### src/rtl/pipeline_stall_ctrl_if.sv
// Handshake bundle between the SimpleRISC pipeline and its stall/flush sequencer.
// master = pipeline side (drives instructions and hold requests),
// slave  = sequencer side (drives enables, bubbles and status).
interface pipeline_stall_ctrl_if;
    logic [31:0] instruction_E;
    logic [31:0] instruction_M;
    logic        add_stall;
    logic        isBranchTaken_E;
    logic        mem_ready;
    logic        pc_en;
    logic        if_id_en;
    logic        id_ex_en;
    logic        ex_mem_en;
    logic        mem_wb_en;
    logic        if_id_flush;
    logic        id_ex_bubble;
    logic        ex_mem_bubble;
    logic        mem_wb_bubble;
    logic        ex_busy;
    logic [15:0] stall_cycles;

    modport master (
        output instruction_E, instruction_M, add_stall, isBranchTaken_E, mem_ready,
        input  pc_en, if_id_en, id_ex_en, ex_mem_en, mem_wb_en,
        input  if_id_flush, id_ex_bubble, ex_mem_bubble, mem_wb_bubble,
        input  ex_busy, stall_cycles
    );

    modport slave (
        input  instruction_E, instruction_M, add_stall, isBranchTaken_E, mem_ready,
        output pc_en, if_id_en, id_ex_en, ex_mem_en, mem_wb_en,
        output if_id_flush, id_ex_bubble, ex_mem_bubble, mem_wb_bubble,
        output ex_busy, stall_cycles
    );
endinterface

### src/rtl/pipeline_stall_ctrl.sv
// Stall/flush sequencer for the 5-stage pipeline: merges memory wait,
// multi-cycle EX occupancy, taken branch and load-use stall into per-stage
// enables and bubble/flush controls, and counts frozen-PC cycles.
module pipeline_stall_ctrl #(
    parameter int MUL_LAT = 3,
    parameter int DIV_LAT = 8,
    parameter int CNT_W   = 4
) (
    input  logic                  clk,
    input  logic                  rst_n,
    pipeline_stall_ctrl_if.slave  bus
);
    localparam logic [4:0] OP_MUL = 5'b00010;
    localparam logic [4:0] OP_DIV = 5'b00011;
    localparam logic [4:0] OP_MOD = 5'b00100;
    localparam logic [4:0] OP_LD  = 5'b01110;
    localparam logic [4:0] OP_ST  = 5'b01111;

    typedef enum logic {RUN = 1'b0, MC_BUSY = 1'b1} state_t;

    state_t           r_state, w_state_nxt;
    logic [CNT_W-1:0] r_cnt, w_cnt_nxt;
    logic             r_mc_done, w_mc_done_nxt;
    logic [15:0]      r_stall_cycles;

    logic [4:0]       w_op_E, w_op_M;
    logic [CNT_W-1:0] w_lat;
    logic             w_is_mc, w_mc_start, w_mc_hold, w_mem_hold;
    logic             w_pc_en, w_if_id_en, w_id_ex_en, w_ex_mem_en, w_mem_wb_en;
    logic             w_if_id_flush, w_id_ex_bubble, w_ex_mem_bubble, w_mem_wb_bubble;
    logic             w_unused_bits;

    assign w_op_E = bus.instruction_E[31:27];
    assign w_op_M = bus.instruction_M[31:27];
    assign w_unused_bits = ^{bus.instruction_E[26:0], bus.instruction_M[26:0]};

    // Latency lookup for the op currently in EX; non-multi-cycle ops count as 1.
    always_comb begin
        w_lat   = CNT_W'(1);
        w_is_mc = 1'b0;
        case (w_op_E)
            OP_MUL: begin
                w_lat   = CNT_W'(MUL_LAT);
                w_is_mc = 1'b1;
            end
            OP_DIV, OP_MOD: begin
                w_lat   = CNT_W'(DIV_LAT);
                w_is_mc = 1'b1;
            end
            default: ;
        endcase
    end

    // A mc op starts only once per EX residency; mc_done blocks re-trigger on release.
    assign w_mc_start = (r_state == RUN) && w_is_mc && !r_mc_done && (w_lat > CNT_W'(1));
    assign w_mc_hold  = w_mc_start || (r_state == MC_BUSY);
    assign w_mem_hold = ((w_op_M == OP_LD) || (w_op_M == OP_ST)) && !bus.mem_ready;

    // Next-state / occupancy counter; the counter ignores mem_hold so EX time is fixed.
    always_comb begin
        w_state_nxt   = r_state;
        w_cnt_nxt     = r_cnt;
        w_mc_done_nxt = r_mc_done;
        if (w_id_ex_en)
            w_mc_done_nxt = 1'b0;
        case (r_state)
            RUN: begin
                if (w_mc_start) begin
                    w_cnt_nxt = w_lat - CNT_W'(2);
                    if (w_lat == CNT_W'(2))
                        w_mc_done_nxt = 1'b1;
                    else
                        w_state_nxt = MC_BUSY;
                end
            end
            MC_BUSY: begin
                w_cnt_nxt = r_cnt - CNT_W'(1);
                if (r_cnt == CNT_W'(1)) begin
                    w_state_nxt   = RUN;
                    w_mc_done_nxt = 1'b1;
                end
            end
            default: w_state_nxt = RUN;
        endcase
    end

    // Priority merge of hold sources into enables; everything low while in reset.
    always_comb begin
        w_pc_en         = 1'b0;
        w_if_id_en      = 1'b0;
        w_id_ex_en      = 1'b0;
        w_ex_mem_en     = 1'b0;
        w_mem_wb_en     = 1'b0;
        w_if_id_flush   = 1'b0;
        w_id_ex_bubble  = 1'b0;
        w_ex_mem_bubble = 1'b0;
        w_mem_wb_bubble = 1'b0;
        if (rst_n) begin
            if (w_mem_hold) begin
                w_mem_wb_en     = 1'b1;
                w_mem_wb_bubble = 1'b1;
            end else if (w_mc_hold) begin
                w_ex_mem_en     = 1'b1;
                w_ex_mem_bubble = 1'b1;
                w_mem_wb_en     = 1'b1;
            end else if (bus.isBranchTaken_E) begin
                // The load-use-stalled D instruction is squashed, so the branch wins.
                {w_pc_en, w_if_id_en, w_id_ex_en, w_ex_mem_en, w_mem_wb_en} = '1;
                w_if_id_flush  = 1'b1;
                w_id_ex_bubble = 1'b1;
            end else if (bus.add_stall) begin
                w_id_ex_en     = 1'b1;
                w_id_ex_bubble = 1'b1;
                w_ex_mem_en    = 1'b1;
                w_mem_wb_en    = 1'b1;
            end else begin
                {w_pc_en, w_if_id_en, w_id_ex_en, w_ex_mem_en, w_mem_wb_en} = '1;
            end
        end
    end

    // FSM state, occupancy counter and done flag.
    always_ff @(posedge clk or negedge rst_n) begin
        if (!rst_n) begin
            r_state   <= RUN;
            r_cnt     <= '0;
            r_mc_done <= 1'b0;
        end else begin
            r_state   <= w_state_nxt;
            r_cnt     <= w_cnt_nxt;
            r_mc_done <= w_mc_done_nxt;
        end
    end

    // Saturating count of cycles with the PC frozen.
    always_ff @(posedge clk or negedge rst_n) begin
        if (!rst_n)
            r_stall_cycles <= '0;
        else if (!w_pc_en && (r_stall_cycles != 16'hFFFF))
            r_stall_cycles <= r_stall_cycles + 16'd1;
    end

    assign bus.pc_en         = w_pc_en;
    assign bus.if_id_en      = w_if_id_en;
    assign bus.id_ex_en      = w_id_ex_en;
    assign bus.ex_mem_en     = w_ex_mem_en;
    assign bus.mem_wb_en     = w_mem_wb_en;
    assign bus.if_id_flush   = w_if_id_flush;
    assign bus.id_ex_bubble  = w_id_ex_bubble;
    assign bus.ex_mem_bubble = w_ex_mem_bubble;
    assign bus.mem_wb_bubble = w_mem_wb_bubble;
    assign bus.ex_busy       = rst_n && w_mc_hold;
    assign bus.stall_cycles  = r_stall_cycles;
endmodule

### src/flat_wrapper.sv
// flat-port wrapper written by rule: the top's interface ports become plain ports
module pipeline_stall_ctrl_flat 
#(
    parameter int MUL_LAT = 3,
    parameter int DIV_LAT = 8,
    parameter int CNT_W   = 4
)
  (clk, rst_n, bus_instruction_E, bus_instruction_M, bus_add_stall, bus_isBranchTaken_E, bus_mem_ready, bus_pc_en, bus_if_id_en, bus_id_ex_en, bus_ex_mem_en, bus_mem_wb_en, bus_if_id_flush, bus_id_ex_bubble, bus_ex_mem_bubble, bus_mem_wb_bubble, bus_ex_busy, bus_stall_cycles);
  pipeline_stall_ctrl_if bus_i ();
  input  logic clk;
  input  logic rst_n;
  input wire logic [$bits(bus_i.instruction_E)-1:0] bus_instruction_E;
  input wire logic [$bits(bus_i.instruction_M)-1:0] bus_instruction_M;
  input wire logic [$bits(bus_i.add_stall)-1:0] bus_add_stall;
  input wire logic [$bits(bus_i.isBranchTaken_E)-1:0] bus_isBranchTaken_E;
  input wire logic [$bits(bus_i.mem_ready)-1:0] bus_mem_ready;
  output wire logic [$bits(bus_i.pc_en)-1:0] bus_pc_en;
  output wire logic [$bits(bus_i.if_id_en)-1:0] bus_if_id_en;
  output wire logic [$bits(bus_i.id_ex_en)-1:0] bus_id_ex_en;
  output wire logic [$bits(bus_i.ex_mem_en)-1:0] bus_ex_mem_en;
  output wire logic [$bits(bus_i.mem_wb_en)-1:0] bus_mem_wb_en;
  output wire logic [$bits(bus_i.if_id_flush)-1:0] bus_if_id_flush;
  output wire logic [$bits(bus_i.id_ex_bubble)-1:0] bus_id_ex_bubble;
  output wire logic [$bits(bus_i.ex_mem_bubble)-1:0] bus_ex_mem_bubble;
  output wire logic [$bits(bus_i.mem_wb_bubble)-1:0] bus_mem_wb_bubble;
  output wire logic [$bits(bus_i.ex_busy)-1:0] bus_ex_busy;
  output wire logic [$bits(bus_i.stall_cycles)-1:0] bus_stall_cycles;
  assign bus_i.instruction_E = bus_instruction_E;
  assign bus_i.instruction_M = bus_instruction_M;
  assign bus_i.add_stall = bus_add_stall;
  assign bus_i.isBranchTaken_E = bus_isBranchTaken_E;
  assign bus_i.mem_ready = bus_mem_ready;
  assign bus_pc_en = bus_i.pc_en;
  assign bus_if_id_en = bus_i.if_id_en;
  assign bus_id_ex_en = bus_i.id_ex_en;
  assign bus_ex_mem_en = bus_i.ex_mem_en;
  assign bus_mem_wb_en = bus_i.mem_wb_en;
  assign bus_if_id_flush = bus_i.if_id_flush;
  assign bus_id_ex_bubble = bus_i.id_ex_bubble;
  assign bus_ex_mem_bubble = bus_i.ex_mem_bubble;
  assign bus_mem_wb_bubble = bus_i.mem_wb_bubble;
  assign bus_ex_busy = bus_i.ex_busy;
  assign bus_stall_cycles = bus_i.stall_cycles;
  pipeline_stall_ctrl #(.MUL_LAT(MUL_LAT), .DIV_LAT(DIV_LAT), .CNT_W(CNT_W)) u_core (.clk(clk), .rst_n(rst_n), .bus(bus_i));
endmodule
### config.mk
export PLATFORM = sky130hd
export DESIGN_NAME = pipeline_stall_ctrl_flat
export DESIGN_NICKNAME = d
export VERILOG_FILES = /design/src/rtl/pipeline_stall_ctrl_if.sv /design/src/rtl/pipeline_stall_ctrl.sv /design/src/flat_wrapper.sv
export SDC_FILE = /design/constraint.sdc
export NUM_CORES = 1
export LEC_CHECK = 0
export CAP_MARGIN = 25
export CORE_MARGIN = 2
export CORE_UTILIZATION = 37
export CTS_BUF_LIST = sky130_fd_sc_hd__clkbuf_16
export DETAILED_ROUTE_END_ITERATION = 10
export PLACE_DENSITY = 0.85
export RECOVER_POWER = 100
export SLEW_MARGIN = 20
export SYNTH_ARGS = -nofsm -noshare
export SYNTH_HDL_FRONTEND = slang
export SYNTH_SLANG_ARGS = --single-unit
### constraint.sdc
create_clock -name clk -period 9.1 [get_ports clk]
set_input_delay 2.73 -clock clk [delete_from_list [all_inputs] [get_ports clk]]
set_output_delay 2.73 -clock clk [all_outputs]
set_load 0.1 [all_outputs]
==> results <==
-- worst max-delay path, delay by kind of cell --
kind            cells  cell delay, ns
buf+inv             4            1.65
fa+ha+maj           1            0.18
simple gates        2            0.22
compound gates      3            0.70
-- synth_stat cells, types with 2 or more instances --
| cell | number |
|---|---|
| dfrtp_1 | 22 |
| nor2b_1 | 3 |
| xnor2_1 | 3 |
| and3_1 | 2 |
| mux2i_1 | 4 |
| nand3_1 | 10 |
| o31ai_1 | 2 |
| nand2b_1 | 2 |
| nor4_1 | 3 |
| and2_1 | 2 |
| xor2_1 | 11 |
| nor2_1 | 10 |
| nor3_1 | 10 |
| inv_1 | 6 |
| ha_1 | 5 |
| a21oi_1 | 3 |
| nand2_1 | 9 |
| buf_4 | 2 |
| o21ai_0 | 4 |
-- logic make-up (layout without fill, tap and decap cells) --
logic type | after synthesis | count (layout) | share of synthesized area (%)
compound gates | 15 | 15 | 9.19
xor+xnor | 14 | 14 | 9.19
fa+ha+maj | 5 | 5 | 4.69
buf+inv | 10 | 50 | 3.38
flops | 22 | 22 | 41.3
mux | 6 | 6 | 4.69
simple gates | 62 | 62 | 27.6
-- layer usage --
layer | part of all wire, % | vias up | global-route usage (%)
li1 | - | 559 | -
met1 | 47 | 512 | 19.3
met2 | 48 | 28 | 24.1
met5 | 0 | - | 0
met3 | 5.1 | 2 | 3.52
met4 | 0.55 | 0 | 3.26
-- area by class of cell --
type	instances	area [um^2]	share of cell area [%]
Tap cell	46	57.6	3.24
Multi-Input combinational cell	102	718	40.5
Clock buffer	3	75.1	4.23
Inverter	7	26.3	1.48
Timing Repair Buffer	40	347	19.5
Sequential cell	22	551	31.0
-- state kept, by name, indices dropped and copies added, names as in the netlist --
name / cells
u_core.bus.stall_cycles: 16
u_core.r_cnt: 4
u_core.r_mc_done: 1
u_core.r_state: 1
-- report_power, final --
group | internal (W) | switching [W]
sequential | 0.000134 | 0.0000479
combinational | 0.0000903 | 0.000282
clock | 0.0000579 | 0.0000320
-- worst min-delay path by stage --
stage                                               to  cells past startpoint                                    start  slack, ns
2_1_floorplan              u_core.r_cnt[1]$_DFFE_PN0P_                      2                 u_core.r_state$_DFF_PN0_       0.47
3_3_place_gp   u_core.bus.stall_cycles[12]$_DFFE_PN0P_                      1  u_core.bus.stall_cycles[12]$_DFFE_PN0P_       0.49
3_5_place_dp   u_core.bus.stall_cycles[12]$_DFFE_PN0P_                      1  u_core.bus.stall_cycles[12]$_DFFE_PN0P_       0.50
4_1_cts        u_core.bus.stall_cycles[12]$_DFFE_PN0P_                      1  u_core.bus.stall_cycles[12]$_DFFE_PN0P_       0.50
5_1_grt        u_core.bus.stall_cycles[12]$_DFFE_PN0P_                      1  u_core.bus.stall_cycles[12]$_DFFE_PN0P_       0.53
6_report       u_core.bus.stall_cycles[12]$_DFFE_PN0P_                      1  u_core.bus.stall_cycles[12]$_DFFE_PN0P_       0.50
-- through the flow --
step	cells	utilization, %
global placement	217	51.5
finish	220	52.3
detailed placement	217	51.5
global route	220	52.3
CTS	220	53.7
floorplan	134	-
==> results by group <==
Timing
  – Final Cycle Share: 90.2%
  – Setup Viol. Count Final: 0
  – Worst-margin pin slew: 1.18 ns
  – Fmax: 122 MHz
  – Fin. Hold Viols: 0
  – Count of pins over their slew limit: 0
  – Min Clock Period, post-route: 8.21 ns
  – Fin Hold WS: 0.498 ns
  – RSZ-0062 raised after global routing: false
  – Worst Skew: 0.000927 ns
  – Relative slew margins: 21.8%
  – Fin Setup TNS: 0 ns
  – Setup WS post-layout: 0.892 ns

Clocking
  – Clock root cell: clkbuf_16
  – Clk slew on worst S/H paths: 0.05 ns
  – CTS Buf Count: 3
  – Worst skew pair latency: 0.25 ns
  – Hold buffers post-CTS: 0
  – CTS tree: yes
  – Clock sink count: 22
  – H-tree depth: 1
  – PostCTS Resize Cnt: 0
  – Post-CTS Setup Inserts: 0
  – Max Root-Sink Buffers: 2

Final layout
  – Fill count: 302
  – Commonest non-fill, non-tap cells in the layout: 22 x dfrtp_1, 18 x dlygate4sd3_1, 11 x xor2_1, 11 x clkdlybuf4s50_1
  – Share of layout cells above drive strength 1: 8.62%
  – Most common cell after layout, fill and taps aside: dfrtp_1
  – Area grow syn2layout: 33.0%
  – Final Cell Area: 1770 um^2
  – Final net count: 250
  – N_diodes: 0

Die
  – Starting Density: 39.4%
  – # IOs: 95
  – Die H: 64.0 um
  – Die area: 4100 um^2
  – Chip Width: 64.0 um
  – Site Rows: 21
  – Area of the core: 3390 um^2

Synthesis
  – Synth Cell Area: 1330 um^2
  – Syn. warnings: 0
  – Top_reg_cell synth: dfrtp_1
  – Flops & latches, synth: 22
  – Sequential fraction of the synthesis area: 41.3%
  – Post-synth EDFFs: 0
  – Mapped Nets: 208
  – Yosys cell types: 40
  – Synthesized area per cell: 9.95 um^2
  – Synth area leader: dfrtp_1
  – Top area cells in the synthesized netlist: dfrtp_1 41%, xor2_1 7.2%, ha_1 4.7%
  – Cells after Synth: 134
  – Share of Yosys cell area claimed by the top area cell type: 41.3%
  – Asr flop ratio synth: 100%

GRT
  – Gr usage total: 14.6%
  – Largest net degree at the start of global routing: 17
  – First-pass GRT wire length: 4800 um
  – Vias in the first global route: 1,074
  – Grt ovf: 0
  – Initial antenna violation count: 0

Route
  – DR WL/cell: 12.5 um
  – Post-DR vias/cell: 5.00
  – 1st-iter DRT viols: 25
  – Drt pass-1 iters: 4
  – Vias: 1,101
  – DR DRC count: 0
  – Detailed Route WL: 2740 um
  – DRT antenna net count: 0

Setup path
  – Worst R2R Setup Slack: 6.87 ns
  – Slowest-stage cell, CP: clkbuf_1
  – Worst setup path endpoint: bus_id_ex_en
  – CP cell instances: dlygate4sd3_1, nor2b_1, a21oi_1, nor3_1, inv_1, ha_1, o21ba_1, o311ai_0, inv_1, clkbuf_1
  – R2r worst-path depth: 6
  – Worst EP arrival: 5.48 ns
  – CP Data Required Time: 6.37 ns
  – CP peak stage delay: 0.88 ns
  – Crit path top cell by count: inv_1
  – Critical Path Fanout Max: 6
  – R2r startpoint: u_core.r_state$_DFF_PN0_
  – Kind of critical path: in2out
  – Crit Reg-Reg Endpoint: u_core.bus.stall_cycles[11]$_DFFE_PN0P_
  – Startpoint Class: primary input
  – Critical Path End Type: output pin
  – CP startpoint: bus_instruction_E[28]

Worst hold path
  – HP Class: reg2reg

Pwr
  – Power per standard cell area: 363 nW/um^2
  – Pleak: 0.776 nW
  – Tot Pwr: 0.000644 W
  – VDD IR max: 0.265 mV

Placed design
  – Placed cell areas: 1750 um^2
  – # port buffers: 39
  – Routability cong.: 0.836
  – Post-DP HPWL: 2160 um
  – Pre-CTS WS: 1.29 ns

Run status
  – Outcome: complete, no violations

Run
  – Max-cap violation count: 0
Note: power is estimated with default switching activity, not from simulation.
